### src/rtl/enc_pkg.sv
// Shared types and constants for the quadrature decoder.
//   quad_state_t : quadrature state, encoded so the value equals {A,B}
//   dec_fsm_t    : control FSM states (INIT loads levels, RUN decodes steps)
//   SYNC_DEPTH   : number of synchronizer flops per encoder channel
//   cw_next()    : the state one clockwise step after a given state
package enc_pkg;

    localparam int SYNC_DEPTH = 2;

    typedef enum logic [1:0] {
        Q00 = 2'b00,
        Q01 = 2'b01,
        Q10 = 2'b10,
        Q11 = 2'b11
    } quad_state_t;

    typedef enum logic {
        INIT = 1'b0,
        RUN  = 1'b1
    } dec_fsm_t;

    // Clockwise order is Q00 -> Q10 -> Q11 -> Q01 -> Q00.
    function automatic quad_state_t cw_next(input quad_state_t s);
        quad_state_t n;
        case (s)
            Q00:     n = Q10;
            Q10:     n = Q11;
            Q11:     n = Q01;
            default: n = Q00;
        endcase
        return n;
    endfunction

endpackage

### src/rtl/enc_debounce.sv
// One encoder channel: SYNC_DEPTH-flop synchronizer followed by a
// debounce filter.
//   clk, reset : clock and synchronous active-high reset
//   din        : raw asynchronous channel input
//   load       : when high, the filtered bit is copied from the
//                synchronized bit and the debounce counter is cleared
//   sync_out   : synchronized bit
//   filt_out   : debounced bit
// The counter counts cycles in which the synchronized bit differs from the
// filtered bit and clears whenever they agree. Once it has reached
// DEBOUNCE_CYCLES, the next cycle that still sees the difference moves the
// filtered bit to the new level.
module enc_debounce
    import enc_pkg::*;
#(
    parameter int DEBOUNCE_CYCLES = 16
) (
    input  logic clk,
    input  logic reset,
    input  logic din,
    input  logic load,
    output logic sync_out,
    output logic filt_out
);

    localparam int DB_W = $clog2(DEBOUNCE_CYCLES + 1);
    localparam logic [DB_W-1:0] CNT_MAX = DB_W'(DEBOUNCE_CYCLES);

    logic [SYNC_DEPTH-1:0] sync_q, sync_d;
    logic [DB_W-1:0]       cnt_q, cnt_d;
    logic                  filt_q, filt_d;
    logic                  sync_bit;

    assign sync_bit = sync_q[SYNC_DEPTH-1];

    always_comb begin
        sync_d = {sync_q[SYNC_DEPTH-2:0], din};
        cnt_d  = cnt_q;
        filt_d = filt_q;
        if (load) begin
            filt_d = sync_bit;
            cnt_d  = '0;
        end else if (sync_bit == filt_q) begin
            cnt_d = '0;
        end else if (cnt_q == CNT_MAX) begin
            filt_d = sync_bit;
            cnt_d  = '0;
        end else begin
            cnt_d = cnt_q + 1'b1;
        end
    end

    always_ff @(posedge clk) begin
        if (reset) begin
            sync_q <= '0;
            cnt_q  <= '0;
            filt_q <= 1'b0;
        end else begin
            sync_q <= sync_d;
            cnt_q  <= cnt_d;
            filt_q <= filt_d;
        end
    end

    assign sync_out = sync_bit;
    assign filt_out = filt_q;

endmodule

### src/rtl/quad_decoder.sv
// Quadrature encoder decoder.
//   clk, reset   : clock and synchronous active-high reset
//   enc_a, enc_b : asynchronous encoder channels
//   err_clr      : clears the sticky error flag
//   cw, ccw      : one-cycle pulse per accepted clockwise / counterclockwise step
//   err          : sticky flag, set by a transition that changes both bits
//   pos          : signed, wrapping net step count
// Each channel is synchronized and debounced in enc_debounce. After reset the
// FSM stays in INIT for DEBOUNCE_CYCLES+2 cycles, copying the synchronized
// levels into the filters and the quadrature state so that the first RUN
// cycle starts from the current encoder position without a spurious pulse.
// All outputs come straight from flops.
module quad_decoder
    import enc_pkg::*;
#(
    parameter int DEBOUNCE_CYCLES = 16,
    parameter int CNT_W           = 16
) (
    input  logic                    clk,
    input  logic                    reset,
    input  logic                    enc_a,
    input  logic                    enc_b,
    input  logic                    err_clr,
    output logic                    cw,
    output logic                    ccw,
    output logic                    err,
    output logic signed [CNT_W-1:0] pos
);

    localparam int INIT_W = $clog2(DEBOUNCE_CYCLES + 2);
    localparam logic [INIT_W-1:0] INIT_LAST = INIT_W'(DEBOUNCE_CYCLES + 1);
    localparam logic signed [CNT_W-1:0] POS_ONE = CNT_W'(1);

    // Index 1 carries channel A, index 0 carries channel B, so that the
    // two-bit vectors read directly as {A,B}.
    logic [1:0] enc_in;
    logic [1:0] sync_bits;
    logic [1:0] filt_bits;
    logic       init_load;

    dec_fsm_t              state_q, state_d;
    logic [INIT_W-1:0]     init_cnt_q, init_cnt_d;
    quad_state_t           quad_q, quad_d;
    logic                  cw_q, cw_d;
    logic                  ccw_q, ccw_d;
    logic                  err_q, err_d;
    logic signed [CNT_W-1:0] pos_q, pos_d;
    logic                  illegal;

    assign enc_in    = {enc_a, enc_b};
    assign init_load = (state_q == INIT);

    genvar gi;
    generate
        for (gi = 0; gi < 2; gi++) begin : g_chan
            enc_debounce #(
                .DEBOUNCE_CYCLES(DEBOUNCE_CYCLES)
            ) u_debounce (
                .clk     (clk),
                .reset   (reset),
                .din     (enc_in[gi]),
                .load    (init_load),
                .sync_out(sync_bits[gi]),
                .filt_out(filt_bits[gi])
            );
        end
    endgenerate

    always_comb begin
        state_d    = state_q;
        init_cnt_d = init_cnt_q;
        quad_d     = quad_q;
        cw_d       = 1'b0;
        ccw_d      = 1'b0;
        err_d      = err_q;
        pos_d      = pos_q;
        illegal    = 1'b0;

        case (state_q)
            INIT: begin
                quad_d = quad_state_t'(sync_bits);
                if (init_cnt_q == INIT_LAST) begin
                    state_d    = RUN;
                    init_cnt_d = '0;
                end else begin
                    init_cnt_d = init_cnt_q + 1'b1;
                end
            end
            RUN: begin
                // quad_q always holds last cycle's filtered level, so any
                // difference is a single step either way or a double change.
                quad_d = quad_state_t'(filt_bits);
                if (filt_bits != quad_q) begin
                    if (filt_bits == cw_next(quad_q)) begin
                        cw_d  = 1'b1;
                        pos_d = pos_q + POS_ONE;
                    end else if (cw_next(quad_state_t'(filt_bits)) == quad_q) begin
                        ccw_d = 1'b1;
                        pos_d = pos_q - POS_ONE;
                    end else begin
                        illegal = 1'b1;
                    end
                end
            end
            default: begin
                state_d = INIT;
            end
        endcase

        // A new illegal transition outranks a simultaneous clear.
        if (illegal) begin
            err_d = 1'b1;
        end else if (err_clr) begin
            err_d = 1'b0;
        end
    end

    always_ff @(posedge clk) begin
        if (reset) begin
            state_q    <= INIT;
            init_cnt_q <= '0;
            quad_q     <= Q00;
            cw_q       <= 1'b0;
            ccw_q      <= 1'b0;
            err_q      <= 1'b0;
            pos_q      <= '0;
        end else begin
            state_q    <= state_d;
            init_cnt_q <= init_cnt_d;
            quad_q     <= quad_d;
            cw_q       <= cw_d;
            ccw_q      <= ccw_d;
            err_q      <= err_d;
            pos_q      <= pos_d;
        end
    end

    assign cw  = cw_q;
    assign ccw = ccw_q;
    assign err = err_q;
    assign pos = pos_q;

endmodule

### config.mk
export PLATFORM = sky130hd
export DESIGN_NAME = quad_decoder
export DESIGN_NICKNAME = d
export VERILOG_FILES = /design/src/rtl/enc_pkg.sv /design/src/rtl/enc_debounce.sv /design/src/rtl/quad_decoder.sv
export SDC_FILE = /design/constraint.sdc
export NUM_CORES = 1
export LEC_CHECK = 0
export ABC_AREA = 0
export CELL_PAD_IN_SITES_DETAIL_PLACEMENT = 0
export CELL_PAD_IN_SITES_GLOBAL_PLACEMENT = 1
export CORE_MARGIN = 3
export CORE_UTILIZATION = 47
export DETAILED_ROUTE_END_ITERATION = 7
export PLACE_DENSITY = 0.81
export SYNTH_ARGS = -nofsm -noshare
export SYNTH_HDL_FRONTEND = slang
export SYNTH_SLANG_ARGS = --single-unit
### constraint.sdc
create_clock -name clk -period 4 [get_ports clk]
set_input_delay 1 -clock clk [delete_from_list [all_inputs] [get_ports clk]]
set_output_delay 1 -clock clk [all_outputs]
set_load 0.02 [all_outputs]
Yosys cells after proc, flatten, opt, wreduce, memory -nomap -nowiden
Cells that the tools add are included.

$add $sub $neg: 5. Eq/ne operators: 16. Mux-type cells: 27. Bitwise gates (word level): 2. Reduce and logical (&&, ||, !) cells: 11.

Operators with widths (count): $mux W16 (2); $add A16 B2 Y16 const B (1); $mux W1 (16); $sub A16 B2 Y16 const B (1); $add A5 B1 Y5 const B (3); $eq A5 B5 Y1 const B (3); $pmux W2 S3 (2); $reduce_or A4 Y1 (3); $mux W2 (5); $eq A2 B2 Y1 const B (4); $mux W5 (1); $eq A2 B2 Y1 (2); $logic_not A2 Y1 (2); $ne A2 B1 Y1 const B (2); $ne A2 B2 Y1 const B (2); $pmux W2 S2 (1); $reduce_and A2 Y1 (2); $reduce_bool A2 Y1 (2); $reduce_and A3 Y1 (1); $reduce_or A3 Y1 (1); $eq A1 B1 Y1 (2); $ne A2 B2 Y1 (1); $not A1 Y1 (2).

Bits in registers: 43. Output and inout port bits: 19. Word-level logic and storage cells: 74.

Longest topological paths before layout
Gate-level depths: netlist of run 1.

Depth in word-level cells: 14. Mapped depth: 11.

By module
Synthesis of run 1 repeated with hierarchy kept, for this count alone.

Cell total of the unflattened synthesis: 285. Area total of the unflattened synthesis: 2441.1 um2.

By module, submodules not included: quad_decoder (instances 1, cells an instance 221, area each 1800.5 um2, seq. area each 540.5 um2); enc_debounce (instances 2, cells an instance 32, area each 320.3 um2, seq. area each 160.2 um2).

Least setup slack after synthesis of run 1
Ideal clock, no wire load.

Path kind: register to register. From: register g_chan[0].u_debounce.filt_q. To: register pos_q[15], in the netlist pos[15]. Setup time: 0.123 ns. Arrival time: 2.603 ns. Setup slack: 1.274 ns. Cell stages (with the launch flop): 12. Path buffers: 2. Period minus slack after synthesis: 2.726 ns. Path through: dfxtp_1 > buf_6 > xnor2_1 > nand2_1 > ha_1 > clkbuf_1 > and3_1 > nand4_1 > nor2_2 > a221oi_2 > mux2i_1 > mux2_1.

Cells in the longest elaborated chain, start to end: 8.

RTL lines: from (decl) (line enc_debounce.sv:31) `logic filt_q, filt_d;`; from (signal assigned) (line enc_debounce.sv:61) `filt_q <= filt_d;`; $eq A2 B2 Y1 or $logic_not A2 Y1 (tied branches) (line enc_pkg.sv:25) `case (s)`; $pmux W2 S3 (line enc_pkg.sv:25); $mux W2 (line quad_decoder.sv:94) `if (filt_bits == cw_next(quad_q)) begin`; $mux W2 (line quad_decoder.sv:93) `if (filt_bits != quad_q) begin`; $mux W2 (line quad_decoder.sv:79) `case (state_q)`; $eq A2 B2 Y1 (line quad_decoder.sv:97) `end else if (cw_next(quad_state_t'(filt_bits)) == quad_q) begin`; $reduce_bool A2 Y1 (no source line); $reduce_and A3 Y1 (no source line); to (signal assigned) (line quad_decoder.sv:134) `pos_q <= pos_d;`; to (decl) (line quad_decoder.sv:47) `logic signed [CNT_W-1:0] pos_q, pos_d;`.

Several ways; a longest one is shown, not always the timed one. The select of a mux whose other input is x is not followed. A chain may end at the register's enable or synchronous reset.

Worst setup path in the final report of run 1
From: register g_chan[1].u_debounce.filt_q. To: register pos_q[15], in the netlist pos[15].

Cells in the longest elaborated chain, start to end: 8.

RTL lines (line): from (decl) (enc_debounce.sv:31); from (signal assigned) (enc_debounce.sv:61); $eq A2 B2 Y1 or $logic_not A2 Y1 (tied branches) (enc_pkg.sv:25); $pmux W2 S3 (enc_pkg.sv:25); $mux W2 (quad_decoder.sv:94); $mux W2 (quad_decoder.sv:93); $mux W2 (quad_decoder.sv:79); $eq A2 B2 Y1 (quad_decoder.sv:97); $reduce_bool A2 Y1 (no source line); $reduce_and A3 Y1 (no source line).

Several ways; a longest one is shown, not always the timed one. The select of a mux whose other input is x is not followed.

==> flow_metrics.tcl, run 1 <==
set metrics [dict create \
    status "finished clean" \
    cts_buffers 5 \
    final_nets 340 \
    cts_root_buf "clkbuf_8" \
    cts_resized 0 \
    path_buf_inv 0 \
    ys_seq_area_share_pct 34.1 \
    grt_usage_pct 17.3 \
    die_area_sq_um 6290 \
    die_h_um 79.3 \
    via_count 2072 \
    wirelength_mm 5.06 \
    grt_start_max_net_pins 22 \
    synth_top_family_by_area "simple AND/OR/NAND/NOR gates" \
    fin_crit_sh_pct 77.5 \
    timing.slew.headroom_pct 51.4 \
    cts_htree_levels 2 \
    io_buffers 23 \
    cap_viol_max_count 0 \
    nFillCells 524 \
    p_per_area_nw_per_um2 276 \
    final_layout_size_suffix_gt1_share_pct 5.71 \
    synth_flop_cell "dfxtp_1" \
    top_layer_used "met4" \
    vdd_ir_drop_max_uv 202 \
    synth.avg_cell_area_sq_um 8.59 \
    cts_setup_buffers 0 \
    syn-num-nets 320 \
    grt_antenna_before_repair 0 \
    tightest_slew_ns 0.727 \
    worstSkewPairLatency_ns 0.30 \
    ys_warn_count 0 \
    cts_hold_buf 0 \
    setup.worst_path.class "flop to flop" \
    synth-adder-area-share_pct 10.7 \
    path_cells "xor2_1, nand2_1, ha_1, a21oi_1, o211a_1, o21ai_1, a221oi_2, mux2i_1, mux2_1" \
    worstPathMaxFanout 17 \
    cts_tree "yes" \
    setup_viol 0 \
    synthesis.area_sq_um 2530 \
    drt_iter0_drc 96 \
    row_count 26 \
    fin_skew_ns 0.00979 \
    gp_congestion 0.908 \
    arrival_ns 3.28 \
    syn-instance-count 294 \
    synth_seq_cells 43 \
    grt.overflow.total 0 \
    fmax_ghz 0.323 \
    hp-class "flop to flop" \
    slew_viol_final 0 \
    ant_nets 0 \
    p_leak_uw 0.00115 \
    clk_pin_slew_worst_paths_ns 0.08 \
    grt_pass1_vias 1975 \
    critPathSlowestCell "ha_1" \
    dr_wl_met3_um 154 \
    die_x_um 79.3 \
    critPathRequiredTime_ns 4.18 \
    wl_met1_mm 2.50 \
    yosys.area_share.simple_pct 22.1 \
    setup_tns_ns 0 \
    diodes 0 \
    cts_buffer_depth 2 \
    area_delta_synth_final_pct 13.1 \
    crit_path_start "g_chan[1].u_debounce.filt_out$_SDFFE_PP0P_" \
    io_pins 24 \
    rsz0062_at_grt "no" \
    drc 0 \
    initial_core_util_pct 49.1 \
    slowest_delay_ns 0.56 \
    whs_ns 0.440 \
    muxShareOfSynthArea_pct 1.63 \
    cp_top_family "compound AO/OA/AOI/OAI gates" \
    hold_violations 0 \
    wl_per_cell_um 13.1 \
    synth_edf_count 0 \
    route.met2.wl_mm 2.38 \
    fin_ws_ns 0.900 \
    start_kind "flop" \
    core-area_sq_um 5140 \
    min_from "g_chan[1].u_debounce.sync_q[0]$_SDFF_PP0_" \
    yosys.area_share.xor_xnor_pct 6.93 \
    r2r_start "g_chan[1].u_debounce.filt_out$_SDFFE_PP0P_" \
    ys_types 51 \
    cts_sinks 43 \
    dp_slack_ns 0.908 \
    dr.pass1.iters 4 \
    crit_path_end_kind "flop" \
    grt_pass1_wl_mm 8.79 \
    dpl_cell_area_sq_um 2770 \
    synth_compound_area_share_pct 18.2 \
    asyncSetResetFlopFracSynth_pct 0 \
    fin_crit_ns 3.10 \
    place_hpwl_mm 3.62 \
    routed_via_density 5.38 \
    post-route-cell-area_sq_um 2860 \
]
[per-layer routing]
layer / up-vias / GRT usage (%)
li1: 1072 / -
met1: 961 / 21.5
met2: 35 / 30.7
met3: 4 / 3.06
met4: 0 / 4.12
met5: - / 0
[cell families (layout without fill, tap and decap cells)]
group	Yosys count	after routing
fa+ha+maj	21	21
flops	43	43
mux	4	4
buf+inv	29	50
xor+xnor	20	20
simple gates	110	110
compound gates	67	67
[synthesized netlist by cell type (2+ instances only)]
master     count  area [sq um]
dfxtp_1       43           861
nor2_1        32           120
a21oi_1       23           115
nand2_1       23          86.3
ha_1          20           250
inv_1         16          60.1
nand3_1       14          70.1
xor2_1        12           105
nor2b_1        9          56.3
nor3_1         8          40.0
xnor2_1        8          70.1
a211o_1        6          52.6
clkbuf_1       6          22.5
a211oi_1       4          30.0
a21o_1         4          30.0
nand3b_1       4          30.0
o21ai_0        4          20.0
or3_1          4          25.0
buf_6          3          33.8
mux2i_1        3          30.0
o21ai_1        3          15.0
a21boi_0       2          15.0
a21boi_1       2          15.0
a311oi_1       2          17.5
a31o_2         2          17.5
and2_1         2          12.5
buf_4          2          15.0
clkbuf_8       2          27.5
nand4_1        2          12.5
nand4bb_1      2          22.5
nor3b_1        2          15.0
nor3b_2        2          25.0
o211a_1        2          20.0
o211ai_1       2          15.0
o21a_1         2          15.0
o21bai_1       2          15.0
[power by group]
part / internal (uW) / total [uW] / switching, uW
Sequential: 433 / 439 / 5.35
Clock: 122 / 280 / 159
Combinational: 28.8 / 68.7 / 39.9
[registers in the layout, summed over array words and instances, names as in the netlist]
register and cells:
init_cnt_q 5, state_q 1, quad_q 2, err 1
g_chan.u_debounce.cnt_q 10, ccw 1, cw 1, g_chan.u_debounce.sync_q 4
pos 16, g_chan.u_debounce.filt_out 2
[path summary, 6_finish.rpt]
path	cells past startpoint	end	slack, ns
setup reg to reg	9	pos[15]$_SDFFE_PP0P_	0.90
hold reg to reg	1	g_chan[1].u_debounce.sync_q[1]$_SDFF_PP0_	0.44
setup / recovery	9	pos[15]$_SDFFE_PP0P_	0.90
hold / removal	1	g_chan[1].u_debounce.sync_q[1]$_SDFF_PP0_	0.44
[stage by stage]
step / utilization [%] / std cells / total power (uW)
4_1_cts: 55.6 / 385 / 802
2_1_floorplan: - / 294 / 503
5_1_grt: 55.6 / 385 / 824
3_5_place_dp: 53.8 / 377 / 517
6_report: 55.6 / 385 / 788
3_3_place_gp: 53.8 / 377 / 517
[layout by cell type, fill, tap and decap left out, types with 2 or more instances in the layout]
master,n
dfxtp_1,43
nor2_1,32
nand2_1,23
a21oi_1,23
clkdlybuf4s50_1,23
ha_1,20
inv_1,16
nand3_1,14
xor2_1,12
nor2b_1,9
xnor2_1,8
nor3_1,8
a211o_1,6
clkbuf_8,5
a211oi_1,4
a21o_1,4
o21ai_0,4
nand3b_1,4
or3_1,4
mux2i_1,3
o21ai_1,3
buf_4,3
and2_1,2
nand4_1,2
nand4bb_1,2
o211a_1,2
o21a_1,2
a21boi_1,2
nor3b_2,2
a21boi_0,2
a311oi_1,2
o211ai_1,2
o21bai_1,2
a31o_2,2
nor3b_1,2
clkinvlp_4,2
[area by class of cell]
type	instances	area [sq um]	area share [%]
multi-input cells	222	1510	52.7
flip-flops and latches	43	861	30.1
repair buffers	26	253	8.85
well taps	70	87.6	3.07
clock buffers	5	68.8	2.41
inverters	16	60.1	2.10
clock inverters	3	20.0	0.701
Note: power is estimated with default switching activity, not from simulation.
==> inputs of run 2 (changes only) <==
--- a/config.mk
+++ b/config.mk
@@ -9,9 +9,9 @@
 export CELL_PAD_IN_SITES_DETAIL_PLACEMENT = 0
 export CELL_PAD_IN_SITES_GLOBAL_PLACEMENT = 1
 export CORE_MARGIN = 3
-export CORE_UTILIZATION = 47
+export CORE_UTILIZATION = 43
 export DETAILED_ROUTE_END_ITERATION = 7
-export PLACE_DENSITY = 0.81
+export PLACE_DENSITY = 0.75
 export SYNTH_ARGS = -nofsm -noshare
 export SYNTH_HDL_FRONTEND = slang
 export SYNTH_SLANG_ARGS = --single-unit
==> constraint.sdc (replaced) <==
create_clock -name clk -period 3.06 [get_ports clk]
set_input_delay 0.765 -clock clk [delete_from_list [all_inputs] [get_ports clk]]
set_output_delay 0.765 -clock clk [all_outputs]
set_load 0.02 [all_outputs]
==> flow_metrics.tcl, run 2 (synthesis gave the netlist of run 1 again) <==
set metrics [dict create \
    comb_power_share_pct 8.8 \
    vdd_ir_drop_max_uv 234 \
    reg2regPathDepth 10 \
    fin_skew_ns 0.00881 \
    ant_nets 0 \
    dp_slack_ns 0.339 \
    rsz0062_at_grt "no" \
    slew_viol_final 0 \
    fin_crit_ns 2.76 \
    fmax_ghz 0.362 \
    initial_core_util_pct 45.0 \
    grt.overflow.total 0 \
    io_pins 24 \
    grt_start_max_net_pins 17 \
    wl_per_cell_um 13.5 \
    final_layout_size_suffix_gt1_share_pct 8.90 \
    cts_buffer_depth 2 \
    timing.slew.headroom_pct 46.0 \
    p_int_uw 855 \
    mostFrequentLayoutCells "dfxtp_1, nor2_1, nand2_1, a21oi_1, clkdlybuf4s50_1" \
    setup.worst_path.class "flop to flop" \
    final_common_cell "dfxtp_1" \
    dr_wl_met3_um 285 \
    setup_viol 0 \
    fin_ws_ns 0.297 \
    die_x_um 82.6 \
    r2r_slack_ns 0.30 \
    cts_buffers 5 \
    die_area_sq_um 6830 \
    via_count 2109 \
    cts_root_buf "clkbuf_8" \
    setup_tns_ns 0 \
    hp-class "flop to flop" \
    row_count 27 \
    cts_tree "yes" \
    instances_no_fill 398 \
    crit_path_start "quad_q[0]$_SDFF_PP0_" \
    grt_pass1_vias 1924 \
    start_kind "flop" \
    io_buffers 23 \
    critPathSlowestCell "ha_1" \
    crit_path_end_kind "flop" \
    cts_resized 0 \
    die_h_um 82.6 \
    p_seq_share_pct 50.6 \
    status "finished clean" \
    worstPathMaxFanout 16 \
    wl_met1_mm 2.81 \
    clk_pin_slew_worst_paths_ns 0.09 \
    place_inst 390 \
    hold_violations 0 \
    worstSkewPairLatency_ns 0.30 \
    cts_setup_buffers 0 \
    grt_antenna_before_repair 0 \
    path_cells "xor2_1, nand2_1, buf_12, ha_1, a21oi_1, o211a_1, o21ai_1, a221oi_2, mux2i_1, mux2_1" \
    slowest_delay_ns 0.37 \
    final_nets 351 \
    routed_via_density 5.30 \
    fin_crit_sh_pct 90.3 \
    tightest_slew_ns 0.803 \
    arrival_ns 2.95 \
    dr.pass1.iters 4 \
    p_sw_uw 278 \
    p_per_area_nw_per_um2 380 \
    route.met2.wl_mm 2.20 \
    grt_pass1_wl_mm 9.03 \
    drc 0 \
    gp_congestion 0.878 \
    pwr-share-clk_pct 40.6 \
    drt_iter0_drc 117 \
    top_layer_used "met4" \
    worstReg2RegEnd "pos[15]$_SDFFE_PP0P_" \
    diodes 0 \
    critPathRequiredTime_ns 3.25 \
    cts_sinks 43 \
    r2r_start "quad_q[0]$_SDFF_PP0_" \
    wirelength_mm 5.38 \
    largest_register_ffs 16 \
    cp-endpoint "pos[15]$_SDFFE_PP0P_" \
    cts_hold_buf 0 \
    cts_htree_levels 2 \
    grt_usage_pct 17.3 \
    area_delta_synth_final_pct 17.9 \
    p_sw_share_pct 24.5 \
    p_leak_uw 0.00123 \
    place_hpwl_mm 4.01 \
    core-area_sq_um 5610 \
    cap_viol_max_count 0 \
]
==> run 2: power groups by stage <==
stage	registers, uW	logic (uW)	clock network [uW]
6_report	573	100	459
5_1_grt	574	112	492
4_1_cts	573	99.7	475
3_5_place_dp	586	99.1	0
3_3_place_gp	586	99.5	0
2_1_floorplan	585	73.4	0
==> run 2: layout make-up <==
type / count / area [sq um]
well taps: 72 / 90.1
fillers: 559 / 2630
repair buffers: 37 / 348
flip-flops and latches: 43 / 861
multi-input cells: 222 / 1510
clock inverters: 3 / 43.8
clock buffers: 5 / 68.8
inverters: 16 / 60.1
==> run 2: routing by layer <==
metal / vias up / GRT usage (%)
li1: 1089 / -
met1: 964 / 25.0
met2: 48 / 25.0
met3: 8 / 4.56
met4: 0 / 5.23
met5: - / 0
==> run 2: stage by stage <==
stage               power [uW]  instance area (sq um)  utilization (%)  hold WS, ns
floorplan                  658                   2530                -        0.414
global placement           685                   2870             51.1        0.421
detailed placement         685                   2870             51.1        0.422
CTS                       1150                   2980             53.1        0.442
global route              1180                   2980             53.1        0.462
finish                    1130                   2980             53.1        0.440
==> run 2: critical path: cells and delay by family (launching register included) <==
family | cells | cell delay [ns]
buffers and inverters | 1 | 0.18
AOI/OAI and AO/OA | 4 | 0.84
and+or+nand+nor | 1 | 0.14
DFF | 1 | 0.36
adders and majority gates | 1 | 0.37
muxes | 2 | 0.57
xor gates and xnor gates | 1 | 0.19
==> run 2: worst min-delay path by stage <==
stage / from / endpoint / slack (ns) / cells past startpoint
finish: g_chan[0].u_debounce.sync_q[0]$_SDFF_PP0_ / g_chan[0].u_debounce.sync_q[1]$_SDFF_PP0_ / 0.44 / 1
global route: g_chan[0].u_debounce.sync_q[0]$_SDFF_PP0_ / g_chan[0].u_debounce.sync_q[1]$_SDFF_PP0_ / 0.46 / 1
CTS: g_chan[0].u_debounce.sync_q[0]$_SDFF_PP0_ / g_chan[0].u_debounce.sync_q[1]$_SDFF_PP0_ / 0.44 / 1
detailed placement: g_chan[0].u_debounce.sync_q[0]$_SDFF_PP0_ / g_chan[0].u_debounce.sync_q[1]$_SDFF_PP0_ / 0.42 / 1
global placement: g_chan[0].u_debounce.sync_q[0]$_SDFF_PP0_ / g_chan[0].u_debounce.sync_q[1]$_SDFF_PP0_ / 0.42 / 1
floorplan: g_chan[0].u_debounce.sync_q[0]$_SDFF_PP0_ / g_chan[0].u_debounce.sync_q[1]$_SDFF_PP0_ / 0.41 / 1
==> inputs of run 3 (changes only) <==
--- a/config.mk
+++ b/config.mk
@@ -11,6 +11,7 @@
 export CORE_MARGIN = 3
 export CORE_UTILIZATION = 43
 export DETAILED_ROUTE_END_ITERATION = 7
+export HOLD_SLACK_MARGIN = 0.06
 export PLACE_DENSITY = 0.75
 export SYNTH_ARGS = -nofsm -noshare
 export SYNTH_HDL_FRONTEND = slang
==> results of run 3 <==
Final layout, timing and power as in run 2 (identical DEF).
